### config.mk
export PLATFORM = sky130hd
export DESIGN_NAME = memwb_skid_stage
export DESIGN_NICKNAME = d
export VERILOG_FILES = /design/src/rtl/memwb_skid_stage.sv
export SDC_FILE = /design/constraint.sdc
export NUM_CORES = 1
export LEC_CHECK = 0
export BUFFER_PORTS_ARGS = -buffer_cell sky130_fd_sc_hd__buf_4
export CAP_MARGIN = 20
export CORE_ASPECT_RATIO = 0.7
export CORE_MARGIN = 5
export CORE_UTILIZATION = 45
export CTS_CLUSTER_DIAMETER = 50
export CTS_CLUSTER_SIZE = 10
export DETAILED_ROUTE_END_ITERATION = 8
export PLACE_DENSITY = 0.79
export SYNTH_ARGS = -nofsm -noshare
export SYNTH_HDL_FRONTEND = slang
export SYNTH_SLANG_ARGS = --single-unit
### constraint.sdc
create_clock -name clk_i -period 2 [get_ports clk_i]
set_input_delay 0.2 -clock clk_i [delete_from_list [all_inputs] [get_ports clk_i]]
set_output_delay 0.2 -clock clk_i [all_outputs]
set_load 0.005 [all_outputs]
### src/rtl/memwb_skid_stage.sv
// MEM/WB pipeline stage: valid/ready handshake, 2-entry skid buffer, synchronous flush,
// bubble-safe RegWrite gating and write-back mux. Define MEMWB_STAT_EN for retire/stall counters.
module memwb_skid_stage #(
  parameter int unsigned XLEN             = 32,
  parameter int unsigned REG_ADDR_W       = 5,
  parameter int unsigned ZERO_RD_SUPPRESS = 1
) (
  input  logic                  clk_i,
  input  logic                  rst_i,
  input  logic                  flush_i,
  input  logic                  valid_i,
  output logic                  ready_o,
  input  logic                  reg_write_i,
  input  logic                  mem_to_reg_i,
  input  logic [XLEN-1:0]       alu_result_i,
  input  logic [XLEN-1:0]       data_rd_i,
  input  logic [REG_ADDR_W-1:0] rd_i,
  output logic                  valid_o,
  input  logic                  ready_i,
  output logic                  reg_write_o,
  output logic                  mem_to_reg_o,
  output logic [XLEN-1:0]       alu_result_o,
  output logic [XLEN-1:0]       data_rd_o,
  output logic [REG_ADDR_W-1:0] rd_o,
  output logic [XLEN-1:0]       wb_data_o
`ifdef MEMWB_STAT_EN
  ,
  output logic [31:0]           retire_cnt_o,
  output logic [31:0]           stall_cnt_o
`endif
);

  localparam int unsigned PW = 2 + 2 * XLEN + REG_ADDR_W;

  logic [PW-1:0] in_beat;
  logic [PW-1:0] out_beat_q, out_beat_d;
  logic [PW-1:0] skid_beat_q, skid_beat_d;
  logic          out_valid_q, out_valid_d;
  logic          skid_valid_q, skid_valid_d;
  logic          ready_q, ready_d;
  logic          out_rw;
  logic          in_fire, out_fire;

  assign in_beat = {reg_write_i, mem_to_reg_i, alu_result_i, data_rd_i, rd_i};
  assign {out_rw, mem_to_reg_o, alu_result_o, data_rd_o, rd_o} = out_beat_q;

  assign ready_o  = ready_q;
  assign valid_o  = out_valid_q;
  assign in_fire  = valid_i & ready_q;
  assign out_fire = out_valid_q & ready_i;

  assign wb_data_o   = mem_to_reg_o ? data_rd_o : alu_result_o;
  assign reg_write_o = out_valid_q & out_rw & ~((ZERO_RD_SUPPRESS != 0) && (rd_o == '0));

  // State is implied by (out_valid, skid_valid): EMPTY=00, BUSY=10, FULL=11.
  always_comb begin
    out_beat_d   = out_beat_q;
    skid_beat_d  = skid_beat_q;
    out_valid_d  = out_valid_q;
    skid_valid_d = skid_valid_q;
    if (flush_i) begin
      out_valid_d  = 1'b0;
      skid_valid_d = 1'b0;
    end else if (!out_valid_q) begin
      if (in_fire) begin
        out_beat_d  = in_beat;
        out_valid_d = 1'b1;
      end
    end else if (!skid_valid_q) begin
      if (in_fire && out_fire) begin
        out_beat_d = in_beat;
      end else if (in_fire) begin
        skid_beat_d  = in_beat;
        skid_valid_d = 1'b1;
      end else if (out_fire) begin
        out_valid_d = 1'b0;
      end
    end else if (out_fire) begin
      out_beat_d   = skid_beat_q;
      skid_valid_d = 1'b0;
    end
    // Registered so ready_o never depends combinationally on ready_i.
    ready_d = ~skid_valid_d;
  end

  always_ff @(posedge clk_i) begin
    if (!rst_i) begin
      out_beat_q   <= '0;
      skid_beat_q  <= '0;
      out_valid_q  <= 1'b0;
      skid_valid_q <= 1'b0;
      ready_q      <= 1'b1;
    end else begin
      out_beat_q   <= out_beat_d;
      skid_beat_q  <= skid_beat_d;
      out_valid_q  <= out_valid_d;
      skid_valid_q <= skid_valid_d;
      ready_q      <= ready_d;
    end
  end

`ifdef MEMWB_STAT_EN
  logic [31:0] retire_cnt_q, retire_cnt_d;
  logic [31:0] stall_cnt_q, stall_cnt_d;

  // Counters survive flush; only reset clears them.
  always_comb begin
    retire_cnt_d = retire_cnt_q;
    stall_cnt_d  = stall_cnt_q;
    if (out_fire) retire_cnt_d = retire_cnt_q + 32'd1;
    if (out_valid_q && !ready_i) stall_cnt_d = stall_cnt_q + 32'd1;
  end

  always_ff @(posedge clk_i) begin
    if (!rst_i) begin
      retire_cnt_q <= '0;
      stall_cnt_q  <= '0;
    end else begin
      retire_cnt_q <= retire_cnt_d;
      stall_cnt_q  <= stall_cnt_d;
    end
  end

  assign retire_cnt_o = retire_cnt_q;
  assign stall_cnt_o  = stall_cnt_q;
`endif

endmodule

# Word level (Yosys, flattened, before mapping)
# Cells that the tools add are included.
dict set report op_classes {
  bitwise_logic 10
  mux 16
  n_reduce_logical 6
  eq_ne 2
}
# op count
set op_table {}
lappend op_table {{$mux 71} 5}
lappend op_table {{$mux 32} 1}
lappend op_table {{$mux 1} 10}
lappend op_table {{$not 1->1} 6}
lappend op_table {{$logic_not 5->1} 1}
lappend op_table {{$reduce_and 5->1} 1}
lappend op_table {{$and 1x1->1} 4}
lappend op_table {{$reduce_and 4->1} 1}
lappend op_table {{$ne 3x1->1 const B} 1}
lappend op_table {{$ne 3x2->1 const B} 1}
lappend op_table {{$reduce_bool 2->1} 1}
lappend op_table {{$reduce_or 2->1} 1}
lappend op_table {{$logic_and 1x1->1} 1}
dict set report totals {
  wordCells 39
  in_bits 76
  register_bits 145
  out_inout_bits 105
}

# Logic depth before layout (Yosys ltp)
# Gate-level depths: netlist of run 1.
dict set report logic_depth {
  depth_word 7
  mapped_depth 6
  mapped_depth_nobuf 3
}

# Worst setup path after synthesis of run 1
# No wires, ideal clock.
dict set report synth_path {
  kind {register -> output}
  from {reg out_beat_q[69]}
  to {out wb_data_o[22]}
  t_required_ps 1800
  path_buffers 2
  path_stages_with_launch 4
  path_slack_ps 549
  arrival_ps 1251
  cell_sequence {dfxtp_1 clkbuf_1 clkbuf_1 mux2_1}
}
dict set report synth_between {
  elab_chain_len 1
}
# element line
set synth_lines {}
lappend synth_lines {{start: declaration} 36} ;# logic [PW-1:0] out_beat_q, out_beat_d;
lappend synth_lines {{start signal: assignment} 94} ;# out_beat_q <= out_beat_d;
lappend synth_lines {{$mux 32} 52} ;# assign wb_data_o = mem_to_reg_o ? data_rd_o : alu_result_o;
lappend synth_lines {{end: declaration} 25} ;# output logic [XLEN-1:0] wb_data_o
# Every way passes these cells.

# Final worst setup path of run 1
dict set report layout_path {
  from {reg out_beat_q[69]}
  to {out wb_data_o[9]}
}
# The elaborated chain is that of the path after synthesis.

==> flow_summary.json, run 1 <==
{
  "grt_max_degree": 73,
  "yosysTopAreaCell": "dfxtp_1",
  "rows": 39,
  "hpwl_um": 15100,
  "first_global_vias": 6795,
  "sw_frac_of_total": 0.247,
  "wl_per_cell_um": 21.7,
  "clock_power_share": 0.458,
  "dieWidth_um": 165,
  "routed_wirelength_um": 25000,
  "tritoncts": "done",
  "n_fill_cell": 1433,
  "first_pass_iters": 7,
  "p_int_mw": 5.93,
  "status": "completed",
  "rsz0062_at_grt": "false",
  "fin_tns_setup_ns": 0,
  "start_util": 0.460,
  "skew_ns": 0.00659,
  "relSlewSlack": 0.453,
  "io_pins": 181,
  "stdcell_count": 1153,
  "finalSetupViolations": 0,
  "r2r_cells": 4,
  "port_buffers": 180,
  "drc": 0,
  "cp_cell_sequence": "buf_12, mux2_1, buf_4",
  "post_cts_resized": 0,
  "worst_setup_path_start_kind": "flip-flop",
  "place_congestion": 0.858,
  "hold_viol_final": 0,
  "cts_max_path_buffers": 2,
  "post-place-cells": 1119,
  "antenna_found_initial": 3,
  "pwr-share-seq": 0.399,
  "avgSynthCellArea_sq_um": 8.73,
  "synth_warnings": 0,
  "max_stage_delay_ns": 0.48,
  "grt_first_pass_wirelength_um": 38200,
  "finalCriticalPeriod_ns": 1.88,
  "synth_cell_types": 23,
  "holdBufCountCts": 0,
  "core_area_sq_um": 16400,
  "p_per_area_nw_per_um2": 852,
  "clk_pin_slew_worst_paths_ns": 0.06,
  "postCtsSetupBuffers": 0,
  "layout-drive-gt1-share": 0.341,
  "track_usage": 0.245,
  "arrival_ns": 1.68,
  "final_nets": 989,
  "dieArea_sq_um": 19500,
  "dieHeight_um": 118,
  "drt_iter0_drc": 860,
  "cts-htree-levels": 4,
  "ys_seq_elements": 145,
  "drv_slew": 0,
  "via_count": 7228,
  "clockRootBuffer": "clkbuf_16",
  "ant_nets": 0,
  "critPathSlowestCell": "dfxtp_2",
  "clock_latency_ns": 0.42,
  "post_drt_via_cell_ratio": 6.27,
  "cts_inserted_buffers": 17,
  "areaGrowthSynthToFinish_pct": 22.6,
  "synth.area.top_cells": "dfxtp_1, a311oi_2, nand3_1",
  "grt_overflow": 0,
  "worstPathRequired_ns": 1.80,
  "clock_sinks": 145,
  "final_common_cell": "buf_4",
  "critPathCaptureType": "output port",
  "syn_inst": 864,
  "worst_pin_slew_ns": 0.820,
  "syn_area_sq_um": 7540,
  "max_freq_mhz": 533,
  "min_period_over_period": 0.938,
  "min_path_type": "input pin to flip-flop",
  "p_sw_mw": 1.94,
  "final_cell_mix": "buf_4, nand3_1, dfxtp_1",
  "irDropWorstVdd_mv": 0.647,
  "synth_top_area_frac": 0.385,
  "hold-path-cell-count": 3,
  "cap_violations": 0,
  "synth_seq_area_share": 0.385,
  "p_comb_frac": 0.143,
  "path_class": "flip-flop to output port",
  "synthesis.nets": 940,
  "path_max_fanout": 26,
  "leakage_nw": 3.48
}
==> power by group through the flow <==
stage	Sequential (mW)	Clock [mW]	Combinational [mW]
6_report	3.14	3.61	1.13
5_1_grt	3.15	3.74	1.20
4_1_cts	3.13	3.62	1.12
3_5_place_dp	3.19	0	1.11
3_3_place_gp	3.19	0	1.09
2_1_floorplan	3.12	0	0.726
==> cells in the mapped netlist (all sizes together) <==
library cell and n:
clkbuf 81, nor3 1, o311a 1, or3 2
dfxtp 145, a22o 1, a31oi 72, and3 2
buf 91, a311oi 71, nand2 73, mux2 32
o21ai 72, nand2b 2, nand3 143, inv 2
a21oi 72, o21a 1
==> critical path, delay by kind of cell (launching register included) <==
kind,cells,cell delay [ns]
buf+inv,2,0.40
flops,1,0.48
mux,1,0.37
==> per-layer routing <==
metal | share of wire | vias to the layer above | global-route usage
met2 | 0.44 | 435 | 0.347
li1 | - | 3248 | -
met3 | 0.11 | 31 | 0.0818
met4 | 0.013 | 4 | 0.0639
met5 | 0.0011 | - | 0
met1 | 0.43 | 3510 | 0.357
==> state kept, by name, summed over array words and instances (netlist names) <==
register      cells
out_beat_q       71
ready_o           1
skid_beat_q      71
valid_o           1
skid_valid_q      1
==> per-stage QoR <==
stage	util	hold slack, ns	power [mW]	area [sq um]	worst slack, ns
2_1_floorplan	-	0.346	3.85	7540	0.549
4_1_cts	0.563	0.0412	7.87	9240	0.133
3_3_place_gp	0.523	0.465	4.29	8570	0.370
3_5_place_dp	0.523	0.471	4.31	8570	0.314
6_report	0.564	0.0488	7.87	9250	0.124
5_1_grt	0.564	0.0482	8.09	9240	0.0879
==> final timing paths <==
kind / from / to / slack, ns
worst max-delay path: out_beat_q[69] / wb_data_o[9] / 0.12
worst min-delay path: data_rd_i[4] / skid_beat_q[9] / 0.05
worst max register to register: valid_o / out_beat_q[21] / 0.29
worst min register to register: skid_beat_q[9] / skid_beat_q[9] / 0.48
==> area by class of cell <==
type	count	area [sq um]	share of cell area
multi-input cells	545	3680	0.398
flip-flops and latches	145	2910	0.314
repair buffers	202	1690	0.183
clock buffers	20	457	0.0494
well taps	225	282	0.0305
clock inverters	11	209	0.0226
inverters	2	12.5	0.00135
diodes	3	7.51	0.000812
==> logic make-up (layout without fill, tap and decap cells) <==
group / Yosys count / after routing / synth area share
AO/OA/AOI/OAI: 290 / 290 / 0.299
AND/OR/NAND/NOR: 223 / 223 / 0.138
buffers and inverters: 174 / 235 / 0.130
flip-flops: 145 / 145 / 0.385
multiplexers: 32 / 32 / 0.0478
other: 0 / 3 / 0
(Power assumes the default switching activity.)
==> inputs of run 2 (changes only) <==
CAP_MARGIN = default   (was 20)
CELL_PAD_IN_SITES_DETAIL_PLACEMENT = 1   (was default)
CELL_PAD_IN_SITES_GLOBAL_PLACEMENT = 1   (was default)
CORE_UTILIZATION = 40   (was 45)
PLACE_DENSITY = 0.9   (was 0.79)
==> run 2 against run 1 <==
Compared with the run above: total power decreased by 4.0%; setup slack got worse by 0.028 ns; highest routed layer unchanged; flip-flop and latch count unchanged; hold slack got worse by 0.0093 ns; wire length increased by 5.4%; final area decreased by 0.23%; die area increased by 12%; clock-buffer cell count decreased by 1; first-iteration DRC count decreased by 40%; sequential power about the same.
==> flow_summary.json, run 2 (synthesis gave the netlist of run 1 again) <==
{
  "dpl_worst_slack_ns": 0.340,
  "tritoncts": "done",
  "largestRegisters": "out_beat_q (71), skid_beat_q (71)",
  "clock_latency_ns": 0.43,
  "post-place-cells": 1142,
  "final_cell_mix": "buf_4, nand3_1, dfxtp_1",
  "final_nets": 995,
  "via_count": 7151,
  "drv_slew": 0,
  "final_common_cell": "buf_4",
  "first_pass_iters": 5,
  "finalCriticalPeriod_ns": 1.90,
  "holdBufCountCts": 0,
  "dieWidth_um": 174,
  "finalSetupViolations": 0,
  "cap_violations": 0,
  "drt_iter0_drc": 513,
  "grt_first_pass_wirelength_um": 41800,
  "place_congestion": 0.763,
  "cts_inserted_buffers": 17,
  "areaGrowthSynthToFinish_pct": 22.3,
  "dieHeight_um": 125,
  "clock_sinks": 145,
  "dpl_cell_area_sq_um": 8620,
  "routed_wirelength_um": 26300,
  "drc": 0,
  "rows": 42,
  "first_global_vias": 7290,
  "grt_overflow": 0,
  "skew_ns": 0.0113,
  "start_util": 0.403,
  "clockRootBuffer": "clkbuf_16",
  "arrival_ns": 1.70,
  "track_usage": 0.236,
  "post_drt_via_cell_ratio": 6.09,
  "status": "completed",
  "grt_max_degree": 60,
  "dieArea_sq_um": 21700,
  "n_antenna_cell": 0,
  "leakage_nw": 3.47,
  "hpwl_um": 16900,
  "wl_per_cell_um": 22.4,
  "max_freq_mhz": 525,
  "stdcell_count": 1174,
  "path_class": "flip-flop to output port",
  "p_per_area_nw_per_um2": 820,
  "antenna_found_initial": 1,
  "path_max_fanout": 24,
  "worst_setup_path_start_kind": "flip-flop",
  "hold_viol_final": 0,
  "min_path_type": "input pin to flip-flop",
  "critPathCaptureType": "output port",
  "postCtsSetupBuffers": 0,
  "layout-drive-gt1-share": 0.347,
  "core_area_sq_um": 18700,
  "fin_tns_setup_ns": 0,
  "cts-htree-levels": 4,
  "holdWs_ns": 0.0395,
  "clk_pin_slew_worst_paths_ns": 0.07,
  "ant_nets": 0,
  "cts_max_path_buffers": 2,
  "relSlewSlack": 0.550,
  "post_cts_resized": 0,
  "io_pins": 181,
  "worstPathRequired_ns": 1.80,
  "irDropWorstVdd_mv": 0.557,
  "rsz0062_at_grt": "false",
  "n_fill_cell": 2173,
  "port_buffers": 180,
  "final_area_sq_um": 9220,
  "min_period_over_period": 0.952,
  "finalWorstSetupSlack_ns": 0.0962,
  "worst_pin_slew_ns": 0.675
}
-- run 2: where the power goes --
part | switching [mW] | total, mW | internal [mW]
registers | 0.124 | 3.13 | 3.00
logic | 0.603 | 1.14 | 0.533
clock network | 1.37 | 3.30 | 1.93
total | 2.10 | 7.56 | 5.46
-- run 2: layout make-up --
cell class	count	area (sq um)	area share
clock buffers	19	453	0.0491
inverters	2	12.5	0.00136
repair buffers	208	1690	0.183
multi-input cells	545	3700	0.402
flip-flops and latches	145	2910	0.316
well taps	242	303	0.0328
clock inverters	13	153	0.0165
-- run 2: per-stage QoR --
| stage | utilization | total power, mW |
|---|---|---|
| floorplan | - | 3.85 |
| global placement | 0.461 | 4.29 |
| detailed placement | 0.461 | 4.32 |
| CTS | 0.493 | 7.60 |
| global route | 0.493 | 7.84 |
| finish | 0.493 | 7.56 |
-- run 2: final timing paths --
path	from	to	slack [ns]	depth (start not counted)
worst max-delay path	out_beat_q[69]	wb_data_o[10]	0.1	3
worst min-delay path	alu_result_i[23]	skid_beat_q[60]	0.04	3
worst max register to register	skid_valid_q	skid_beat_q[45]	0.33	5
worst min register to register	skid_beat_q[18]	skid_beat_q[18]	0.48	2
-- run 2: metal layers --
metal	track usage	up-vias	routed length [um]
li1	-	3251	-
met2	0.382	242	12500
met3	0.0716	26	1910
met5	0	-	13
met1	0.311	3630	11600
met4	0.0503	2	289
-- run 2: critical path, cell delays in order (launching register included) --
cell and delay (ns):
dfxtp_2 0.52, buf_12 0.25, mux2_1 0.36, buf_4 0.14
==> inputs of run 3 (changes only) <==
CELL_PAD_IN_SITES_DETAIL_PLACEMENT = 0   (was 1)
==> run 3 against run 2 <==
Compared with the run above: combinational power hardly changed; via count is 2.4% lower; final area is 0.62% lower; total power is 3.9% lower; first-iteration DRC count is 30% higher; hold slack better by 0.012 ns.
==> flow_summary.json, run 3 (synthesis gave the netlist of run 1 again) <==
{
  "cts_max_path_buffers": 2,
  "clock_latency_ns": 0.42,
  "holdBufCountCts": 0,
  "drv_slew": 0,
  "final_common_cell": "buf_4",
  "stdcell_count": 1171,
  "io_pins": 181,
  "fin_tns_setup_ns": 0,
  "routed_wirelength_um": 24200,
  "start_util": 0.403,
  "areaGrowthSynthToFinish_pct": 21.6,
  "cp_cell_sequence": "buf_12, mux2_1, buf_4",
  "dieHeight_um": 125,
  "min_path_type": "input pin to flip-flop",
  "max_stage_delay_ns": 0.52,
  "irDropWorstVdd_mv": 0.507,
  "status": "completed",
  "max_freq_mhz": 532,
  "first_global_vias": 6764,
  "critPathSlowestCell": "dfxtp_2",
  "path_max_fanout": 24,
  "worst_pin_slew_ns": 0.688,
  "rows": 42,
  "track_usage": 0.214,
  "arrival_ns": 1.68,
  "clock_sinks": 145,
  "post_cts_resized": 0,
  "cts-htree-levels": 4,
  "worstPathRequired_ns": 1.80,
  "clockRootBuffer": "clkbuf_16",
  "leakage_nw": 3.45,
  "fin_util": 0.490,
  "hold_viol_final": 0,
  "via_count": 6981,
  "grt_max_degree": 60,
  "layout-drive-gt1-share": 0.343,
  "ant_nets": 0,
  "place_congestion": 0.763,
  "p_per_area_nw_per_um2": 792,
  "drc": 0,
  "tritoncts": "done",
  "first_pass_iters": 6,
  "largestRegisters": "out_beat_q (71), skid_beat_q (71)",
  "final_nets": 995,
  "skew_ns": 0.00661,
  "hpwl_um": 15000,
  "final_cell_mix": "buf_4, nand3_1, dfxtp_1",
  "worst_setup_path_start_kind": "flip-flop",
  "n_antenna_cell": 0,
  "drt_iter0_drc": 666,
  "rsz0062_at_grt": "false",
  "cts_inserted_buffers": 17,
  "post-place-cells": 1142,
  "crit_family": "flip-flops",
  "postCtsSetupBuffers": 0,
  "path_buf_inv": 2,
  "dieArea_sq_um": 21700,
  "antenna_found_initial": 1,
  "n_fill_cell": 1767,
  "finalCriticalPeriod_ns": 1.88,
  "wl_per_cell_um": 20.7,
  "grt_first_pass_wirelength_um": 38100,
  "critPathCaptureType": "output port",
  "finalPower_mw": 7.26,
  "min_period_over_period": 0.940,
  "grt_overflow": 0,
  "cap_violations": 0,
  "dieWidth_um": 174,
  "clk_pin_slew_worst_paths_ns": 0.06,
  "holdWs_ns": 0.0514,
  "post_drt_via_cell_ratio": 5.96,
  "core_area_sq_um": 18700,
  "path_class": "flip-flop to output port",
  "finalSetupViolations": 0,
  "relSlewSlack": 0.542,
  "port_buffers": 180
}
-- run 3: cell count changes in the layout (fill, tap and decap cells not counted), sizes merged --
cell      change
clkinv        +4
inv           -4
clkinvlp      -2
clkbuf        -1
-- run 3: worst reg2reg max path, delay by kind of cell, from the launching register on --
family	cells	cell delay, ns
AOI/OAI and AO/OA	2	0.34
buffers and inverters	1	0.28
DFF	1	0.51
and+or+nand+nor	1	0.41
-- run 3: power by group --
part | switching [mW] | internal [mW]
sequential | 0.120 | 3.00
combinational | 0.587 | 0.532
clock | 1.22 | 1.81
-- run 3: layer usage --
layer,track usage,part of all wire
met1,0.293,0.44
met4,0.0400,0.0077
met2,0.335,0.46
met5,0,0.00054
met3,0.0674,0.091
-- run 3: area by class of cell --
class                   count  area (sq um)  share of cell area
well taps                 242           303              0.0330
flip-flops and latches    145          2910               0.318
inverters                   2          12.5             0.00137
clock buffers              18           429              0.0468
repair buffers            208          1690               0.184
multi-input cells         545          3700               0.404
clock inverters            11           119              0.0130
-- run 3: final timing paths --
check | cells after the start | slack [ns] | to | startpoint
setup / recovery | 3 | 0.12 | wb_data_o[14] | out_beat_q[69]
setup reg to reg | 4 | 0.34 | out_beat_q[44] | valid_o
hold reg to reg | 2 | 0.48 | skid_beat_q[50] | skid_beat_q[50]
hold / removal | 3 | 0.05 | skid_beat_q[26] | data_rd_i[21]
-- run 3: metrics by stage --
| stage | area (sq um) | setup WS (ns) |
|---|---|---|
| 2_1_floorplan | 7540 | 0.549 |
| 3_5_place_dp | 8620 | 0.337 |
| 6_report | 9170 | 0.120 |
| 5_1_grt | 9170 | 0.0472 |
| 4_1_cts | 9170 | 0.0928 |
| 3_3_place_gp | 8620 | 0.356 |
